--- src/rtl/lib_wormhole_output_arbiter.sv ---
// Wormhole output-port arbiter: round-robin at packet boundaries, grant held head-to-tail,
// flits forwarded only while downstream credits remain.
module lib_wormhole_output_arbiter #(
    parameter int unsigned N       = 4,
    parameter int unsigned CREDITS = 4,
    localparam int unsigned CW     = $clog2(CREDITS + 1),
    localparam int unsigned IW     = $clog2(N)
) (
    input  logic          clk,
    input  logic          reset_n,
    input  logic [0:N-1]  i_valid,
    input  logic [0:N-1]  i_tail,
    input  logic          i_credit_ret,
    output logic [0:N-1]  o_grant,
    output logic [IW-1:0] o_sel,
    output logic          o_out_valid,
    output logic          o_locked,
    output logic [CW-1:0] o_credits,
    output logic          o_credit_err
);

    typedef enum logic {
        S_IDLE   = 1'b0,
        S_LOCKED = 1'b1
    } state_t;

    localparam logic [0:N-1] PRIO_RST = {1'b1, {(N - 1){1'b0}}};

    state_t        state_q, state_d;
    logic [0:N-1]  prio_q, prio_d;
    logic [IW-1:0] owner_q, owner_d;
    logic [CW-1:0] cred_q, cred_d;
    logic          err_q, err_d;

    logic [0:N-1]  grant;
    logic [IW-1:0] sel;
    logic [IW-1:0] ptr;
    logic          found;
    int unsigned   idx;
    int unsigned   nxt;

    // Grant selection: owner only while locked, else first valid input from the pointer
    always_comb begin
        ptr   = '0;
        grant = '0;
        sel   = '0;
        found = 1'b0;
        idx   = 0;
        for (int unsigned i = 0; i < N; i++) begin
            if (prio_q[i]) ptr = IW'(i);
        end
        if (cred_q != '0) begin
            if (state_q == S_LOCKED) begin
                if (i_valid[owner_q]) begin
                    found = 1'b1;
                    sel   = owner_q;
                end
            end else begin
                for (int unsigned k = 0; k < N; k++) begin
                    idx = (32'(ptr) + k) % N;
                    if (!found && i_valid[idx]) begin
                        found = 1'b1;
                        sel   = IW'(idx);
                    end
                end
            end
        end
        if (found) grant[sel] = 1'b1;
    end

    // Next state: lock on non-tail grant, release and rotate priority on tail grant
    always_comb begin
        state_d = state_q;
        prio_d  = prio_q;
        owner_d = owner_q;
        cred_d  = cred_q;
        err_d   = err_q;
        nxt     = 0;
        if (found) begin
            nxt = (32'(sel) + 1) % N;
            if (i_tail[sel]) begin
                state_d     = S_IDLE;
                prio_d      = '0;
                prio_d[nxt] = 1'b1;
            end else if (state_q == S_IDLE) begin
                state_d = S_LOCKED;
                owner_d = sel;
            end
        end
        if (found && !i_credit_ret) begin
            cred_d = cred_q - CW'(1);
        end else if (!found && i_credit_ret) begin
            if (cred_q == CW'(CREDITS)) err_d = 1'b1;
            else                        cred_d = cred_q + CW'(1);
        end
    end

    always_ff @(posedge clk) begin
        if (!reset_n) begin
            state_q <= S_IDLE;
            prio_q  <= PRIO_RST;
            owner_q <= '0;
            cred_q  <= CW'(CREDITS);
            err_q   <= 1'b0;
        end else begin
            state_q <= state_d;
            prio_q  <= prio_d;
            owner_q <= owner_d;
            cred_q  <= cred_d;
            err_q   <= err_d;
        end
    end

    always_ff @(posedge clk) begin
        if (reset_n) begin
            assert ($onehot0(grant));
            assert ((grant & ~i_valid) == '0);
            assert (cred_q <= CW'(CREDITS));
        end
    end

    assign o_grant      = grant;
    assign o_sel        = sel;
    assign o_out_valid  = found;
    assign o_locked     = (state_q == S_LOCKED);
    assign o_credits    = cred_q;
    assign o_credit_err = err_q;

endmodule

--- config.mk ---
export PLATFORM = sky130hd
export DESIGN_NAME = lib_wormhole_output_arbiter
export DESIGN_NICKNAME = d
export VERILOG_FILES = /design/src/rtl/lib_wormhole_output_arbiter.sv
export SDC_FILE = /design/constraint.sdc
export NUM_CORES = 1
export LEC_CHECK = 0
export CORE_ASPECT_RATIO = 1.25
export CORE_UTILIZATION = 39
export DETAILED_ROUTE_END_ITERATION = 8
export PLACE_DENSITY = 0.62
export REMOVE_ABC_BUFFERS = 1
export SETUP_SLACK_MARGIN = 0.4
export SYNTH_ARGS = -nofsm -noshare
export SYNTH_HDL_FRONTEND = slang
export SYNTH_SLANG_ARGS = --single-unit
--- constraint.sdc ---
create_clock -name clk -period 4.2 [get_ports clk]
set_input_delay 0.63 -clock clk [delete_from_list [all_inputs] [get_ports clk]]
set_output_delay 0.63 -clock clk [all_outputs]
set_load 0.02 [all_outputs]
==> results of run 1 <==
worst max path at each step:
stage	from	endpoint	slack [ns]	cells past startpoint
floorplan	i_valid[3]	o_credits[1]$_SDFFE_PN0P_	1.41	10
global placement	i_valid[3]	o_grant[0]	0.38	9
detailed placement	i_valid[3]	o_grant[0]	0.32	9
CTS	i_valid[0]	o_grant[1]	0.42	8
global route	i_valid[1]	o_grant[1]	0.36	8
finish	i_valid[1]	o_grant[1]	0.46	8
worst reg2reg max path: stages (launching register included):
cell and delay (ns):
dfxtp_1 0.53, mux2_2 0.40, o211ai_2 0.15, nand2_1 0.12, o31ai_1 0.28, buf_4 0.17, inv_2 0.05, ha_1 0.20
inv_1 0.09, fa_1 0.41, o21ai_0 0.14, and2_1 0.13
state kept, by name (all words and copies together) (netlist names):
signal / flops
o_credit_err: 1
o_credits: 3
o_locked: 1
owner_q: 2
prio_q: 3
power by group:
part	leakage, nW	internal [mW]	switching, mW
registers	0.0819	0.126	0.0593
clock network	0.0138	0.0332	0.0331
logic	0.390	0.354	0.417
through the flow:
stage	utilization [%]	cell area (um^2)	total power, mW
finish	51.44	1249	1.023
global route	51.44	1249	1.100
CTS	51.29	1245	1.026
detailed placement	50.46	1225	0.9648
global placement	50.46	1225	0.9613
floorplan	-	940.9	0.6901
repair_timing:
item	in CTS	in global routing
setup buffers	0	0
gates cloned	0	0
gates resized for setup	2	2
setup endpoints to repair	2	3
pin swaps	0	0
area by class of cell:
class                      instances  area share [%]
multi-input combinational        101           56.71
timing repair buffer              25           19.44
sequential                        10           16.03
tap                               33           3.307
inverter                           9           2.705
clock buffer                       3           1.804
routing by layer:
layer | up-vias | track usage [%] | routed length [um]
li1 | 498 | - | -
met1 | 478 | 25.57 | 1076
met2 | 28 | 35.91 | 1254
met3 | 7 | 2.147 | 99
met4 | 0 | 9.388 | 52
met5 | - | 0 | 0
cell usage after synthesis, drive strengths merged, types with 2 or more instances:
library cell and instances:
nand3b 3, dfxtp 10, o21ai 9, mux2 5
a21oi 7, o221ai 2, buf 7, inv 9
o211ai 2, mux2i 5, and2 3, nor3 5
a211o 2, o31ai 2, or2 2, a22oi 2
nor2 9, nand2b 3, nand2 15, nor2b 5
nand3 3, ha 2
cell families after synthesis:
family	Yosys count	share of synthesized area, %
XOR/XNOR	1	0.8829
adder cells (fa/ha/maj)	3	4.539
flip-flops	10	20.18
multiplexers	10	11.85
AO/OA/AOI/OAI	36	27.37
AND/OR/NAND/NOR	51	26.61
buffers and inverters	17	8.574
==> summary.txt, run 1 <==
Detailed routing
  – Routed vias/inst: approximately 5.6
  – TritonRoute pass-1 iters: 4
  – DRT iter0 DRCs: 29
  – Wire per inst: 13.72 um
  – Residual DRC: 0
  – Vias: 1,011
  – Drt total wl: 2483 um
  – Post-route ant nets: 0

Layout
  – Multi-input logic area: 708.2 um^2
  – Most common cell after layout, fill and taps aside: clkdlybuf4s50_1
  – Final net count: 164
  – ANT cells: 0
  – Share of cells above drive strength 1: around 14%
  – Reg area: 200.2 um^2
  – Commonest cells after routing, fill and taps aside: 19 x clkdlybuf4s50_1, 15 x nand2_1, 10 x dfxtp_1
  – Area grow syn2layout: 25.85%
  – FILL cells: 255
  – Post-Layout Cell Count: 181

Clocking
  – Hold buffers post-CTS: 0
  – CTS tree: built
  – Clock sinks: 10
  – Clock latency on the worst-skew pair: 0.27 ns
  – H-tree lvl count: 1
  – Clk buf depth: 2
  – CTS Root Cell: clkbuf_4
  – Worst-path clk slew: around 0.060 ns
  – CTS Buf Count: 3

Critical path
  – Worst EP arrival: 3.11 ns
  – Worst setup EP type: primary output
  – R2R Setup Slk: 1.47 ns
  – Worst r2r src: prio_q[1]$_SDFFE_PN0P_
  – Worst-case reg-to-reg path depth: 11
  – Startpoint Class: primary input
  – Crit Path Category: primary input to primary output
  – Delay-heaviest family, CP: buffers and inverters
  – CP Buf/Inv Count: 2
  – R2R Path End: o_credits[1]$_SDFFE_PN0P_
  – CP max-delay cell: clkdlybuf4s50_1
  – CP most frequent cell: clkdlybuf4s50_1
  – Crit-path max FO: 6
  – Data required time of the worst path: 3.57 ns
  – CP Cell Sequence: clkdlybuf4s50_1 > mux2_4 > o221ai_1 > nand2_1 > a2111o_1 > a21oi_4 > and2_1 > clkdlybuf4s50_1
  – Slowest stage delay, CP: approximately 0.60 ns

Floorplanning
  – Die Y: 58.40 um
  – Core area: 0.002427 mm^2
  – Die area: 0.002751 mm^2
  – Rows: 20
  – Initial Util: 40.88%
  – IO Pins: 23
  – Die X: 47.12 um

STA
  – Slew margin rel.: 68.51%
  – Final hold violations: 0
  – Slew Limit Fails: 0
  – Slew @ Worst Pin: 0.4709 ns
  – Final hold slack: slightly above 0.5 ns
  – Setup total negative slack: 0 ns
  – Skew final: 0.001238 ns
  – Post-layout min period: 3.744 ns
  – Final setup fails: 0
  – Period Utilization, post-route: 89.15%
  – Unrepaired setup endpoints after global routing: yes
  – Post-route setup slack: 0.4556 ns
  – F_max: 0.2671 GHz

Global routing
  – First-pass GRT wire length: 4271 um
  – Total grt overflow: 0
  – GRT Overall Usage: 21.00%
  – Initial antenna violation count: 0
  – Pin count of the biggest net entering global routing: 15
  – Vias in the first global route: roughly 1,000

Synthesis
  – Yosys warnings: 0
  – Top post-synthesis cells by area: dfxtp_1 20%, nand2_1 5.7%, mux2i_1 4.0%
  – Mapped Cells: 128
  – Ys flop type: dfxtp_1
  – Post-synth top area share: 20.18%
  – Sequential area share after synthesis: between 20% and 30%
  – Post-synth EDFFs: 0
  – Dominant cell type by area after synthesis: dfxtp_1
  – Synth Cell Area: 992.2 um^2
  – Mean post-synth cell area: 7.752 um^2
  – Synthesis-stage register bit count: 10
  – Unique masters post-synth: 47
  – Async SR Flop Fraction: 0%

Min path
  – Hold crit path type: flip-flop to flip-flop
  – Hold Path End: o_credit_err$_SDFFE_PN0P_
  – Hold Path Origin: o_credit_err$_SDFFE_PN0P_
  – Cells on Worst Hold Path: 2

Placement
  – DP Worst Slack: 0.3159 ns
  – Port Buffers: 22
  – GP Congestion: between 0.9 and 1
  – Placed insts: 178
  – DP HPWL: 1907 um

Pwr
  – Lkg Pwr: 0.4854 nW
  – Maximum vdd drop: 0.0005063 V
  – Pwr per Cell Area: 819.4 mW/mm^2

Flow run
  – Max Cap Viol: 0

Run status
  – Outcome: finished clean
(Power assumes the default switching activity.)
==> run 2: changes to the inputs <==
Settings changed: CORE_MARGIN set to 2, SETUP_SLACK_MARGIN 0.4 to not set.
==> summary.txt, run 2 (synthesized netlist as in run 1, its figures left out) <==
STA
  – Period Utilization, post-route: 93.81% (+4.7 points)
  – Final setup fails: 0 (unchanged)
  – Slew Limit Fails: 0 (unchanged)
  – Slew @ Worst Pin: 0.4386 ns (-0.03232 ns)
  – Unrepaired setup endpoints after global routing: no
  – Final hold slack: 0.5233 ns (+0.01440 ns)
  – Final hold violations: 0 (unchanged)
  – F_max: 0.2538 GHz (-5.0%)
  – Skew final: 0.002346 ns (+0.001109 ns)
  – Slew margin rel.: 70.67% (+2.2 points)
  – Post-layout min period: 3.940 ns (+0.1958 ns)
  – Setup total negative slack: 0 ns (unchanged)
  – Post-route setup slack: 0.2598 ns (-0.1958 ns)

Critical path
  – Slowest stage delay, CP: 0.61 ns (about the same)
  – Worst EP arrival: 3.31 ns (+0.20 ns)
  – CP endpoint: o_grant[0]
  – Delay-heaviest family, CP: buffers and inverters
  – Startpoint Class: primary input
  – Critical Path Stages: 9 (+1)
  – Worst setup EP type: primary output
  – Crit-path max FO: 10 (+4)
  – Worst r2r src: prio_q[2]$_SDFFE_PN0P_
  – Critical path launch point: i_valid[2]
  – CP Cell Sequence: clkdlybuf4s50_1 > mux2_4 > o211ai_2 > nand2_1 > a2111o_1 > a21oi_4 > nand2_1 > nor2_1 > clkdlybuf4s50_1
  – Crit Path Category: primary input to primary output
  – Worst-case reg-to-reg path depth: 11 (unchanged)
  – R2R Path End: o_credits[1]$_SDFFE_PN0P_
  – CP max-delay cell: clkdlybuf4s50_1
  – Data required time of the worst path: 3.57 ns (about the same)
  – CP Buf/Inv Count: 2 (unchanged)
  – R2R Setup Slk: 1.46 ns (about the same)

Layout
  – Most common cell after layout, fill and taps aside: clkdlybuf4s50_1
  – ANT cells: 0 (unchanged)
  – Area grow syn2layout: 24.21%
  – Post-Layout Cell Count: 179 (-1.1%)
  – Commonest cells after routing, fill and taps aside: 22 x clkdlybuf4s50_1, 15 x nand2_1, 10 x dfxtp_1
  – Final net count: 162 (-1.2%)
  – Share of cells above drive strength 1: 12.33% (-1.9 points)

Run status
  – Outcome: finished clean

Flow run
  – Max Cap Viol: 0 (unchanged)

Clocking
  – CTS Buf Count: 3 (unchanged)
  – # resized after CTS: 0 (-2)
  – Clock sinks: 10 (unchanged)
  – CTS tree: built
  – Clk buf depth: 2 (unchanged)
  – Setup bufs post-CTS: 0 (unchanged)
  – Clock latency on the worst-skew pair: 0.26 ns (about the same)
  – H-tree lvl count: 1 (unchanged)
  – CTS Root Cell: clkbuf_4
  – Hold buffers post-CTS: 0 (unchanged)
  – Worst-path clk slew: 0.07 ns (about the same)

Detailed routing
  – Residual DRC: 0 (unchanged)
  – Vias: 959 (-5.1%)
  – Wire per inst: 13.51 um (-1.5%)
  – Post-route ant nets: 0 (unchanged)
  – TritonRoute pass-1 iters: 4 (unchanged)
  – DRT iter0 DRCs: 11 (-62%)
  – Drt total wl: 2418 um (-2.6%)
  – Routed vias/inst: 5.358 (-4.1%)

Global routing
  – Total grt overflow: 0 (unchanged)
  – Vias in the first global route: 888 (-11%)
  – Pin count of the biggest net entering global routing: 15 (unchanged)
  – First-pass GRT wire length: 4050 um (-5.2%)
  – Initial antenna violation count: 0 (unchanged)
  – GRT Overall Usage: 17.40% (-3.6 points)

Floorplanning
  – Core area: 0.002427 mm^2 (unchanged)
  – Initial Util: 40.88% (unchanged)
  – IO Pins: 23 (unchanged)
  – Die Y: 60.40 um (+3.4%)
  – Die area: 0.002966 mm^2 (+7.8%)
  – Rows: 20 (unchanged)
  – Die X: 49.12 um (+4.2%)

Pwr
  – Overall power: 1.032 mW (+0.88%)
  – Pwr per Cell Area: 837.5 mW/mm^2 (+2.2%)
  – Maximum vdd drop: 0.0005738 V (+13%)
  – Lkg Pwr: 0.4649 nW (-4.2%)

Placement
  – Placed insts: 176 (-1.1%)
  – GP Congestion: 0.9472 (+2.1%)
  – Port Buffers: 22 (unchanged)
  – DP Worst Slack: 0.2865 ns (-0.02942 ns)
  – DP HPWL: 1789 um (-6.2%)

Min path
  – Hold crit path type: flip-flop to flip-flop
==> run 2: changes by cell type in the layout (fill, tap and decap cells not counted), sizes merged <==
| cell | previous run | this run |
|---|---|---|
| buf | 3 | 1 |
| dlygate4sd2 | 2 | 0 |
| dlymetal6s2s | 1 | 0 |
| clkdlybuf4s50 | 19 | 22 |
==> run 2: where the power goes <==
part           internal, mW  switching, mW  leakage, nW  total, mW
registers             0.126         0.0584       0.0819      0.185
logic                 0.362          0.421        0.369      0.783
clock network        0.0330         0.0316       0.0138     0.0646
total                 0.521          0.511        0.465       1.03
==> run 2: layer usage <==
metal / share of wire, % / wire length, um / global-route usage [%]
met5: 0 / 0 / 0
met4: 0.54 / 13 / 8.163
met3: 3.6 / 87 / 2.463
met2: 46 / 1118 / 28.57
met1: 50 / 1198 / 22.81
==> run 2: through the flow <==
step           utilization (%)  cell area, um^2
2_1_floorplan                -            940.9
3_3_place_gp             49.85             1210
3_5_place_dp             49.85             1210
4_1_cts                  50.77             1232
5_1_grt                  50.77             1232
6_report                 50.77             1232
==> run 2: worst min path at each step <==
stage,end,depth (start not counted),slack (ns),from
after floorplan,owner_q[0]$_SDFFE_PN0P_,2,0.48,owner_q[0]$_SDFFE_PN0P_
after global placement,o_credit_err$_SDFFE_PN0P_,2,0.48,o_credit_err$_SDFFE_PN0P_
after detailed placement,o_credit_err$_SDFFE_PN0P_,2,0.49,o_credit_err$_SDFFE_PN0P_
after CTS,o_credit_err$_SDFFE_PN0P_,2,0.52,o_credit_err$_SDFFE_PN0P_
after global routing,o_credit_err$_SDFFE_PN0P_,2,0.53,o_credit_err$_SDFFE_PN0P_
final,o_credit_err$_SDFFE_PN0P_,2,0.52,o_credit_err$_SDFFE_PN0P_
==> run 2: layout make-up <==
cell class	count	area, um^2
Fill cell	238	1195
Multi-Input combinational cell	101	706.9
Timing Repair Buffer	23	227.7
Sequential cell	10	200.2
Tap cell	33	41.29
Inverter	9	33.78
Clock buffer	3	22.52
==> run 2: worst min-delay path: stages (launching register included) <==
cell,delay (ns)
dfxtp_1,0.34
a31oi_1,0.05
nor2b_1,0.10
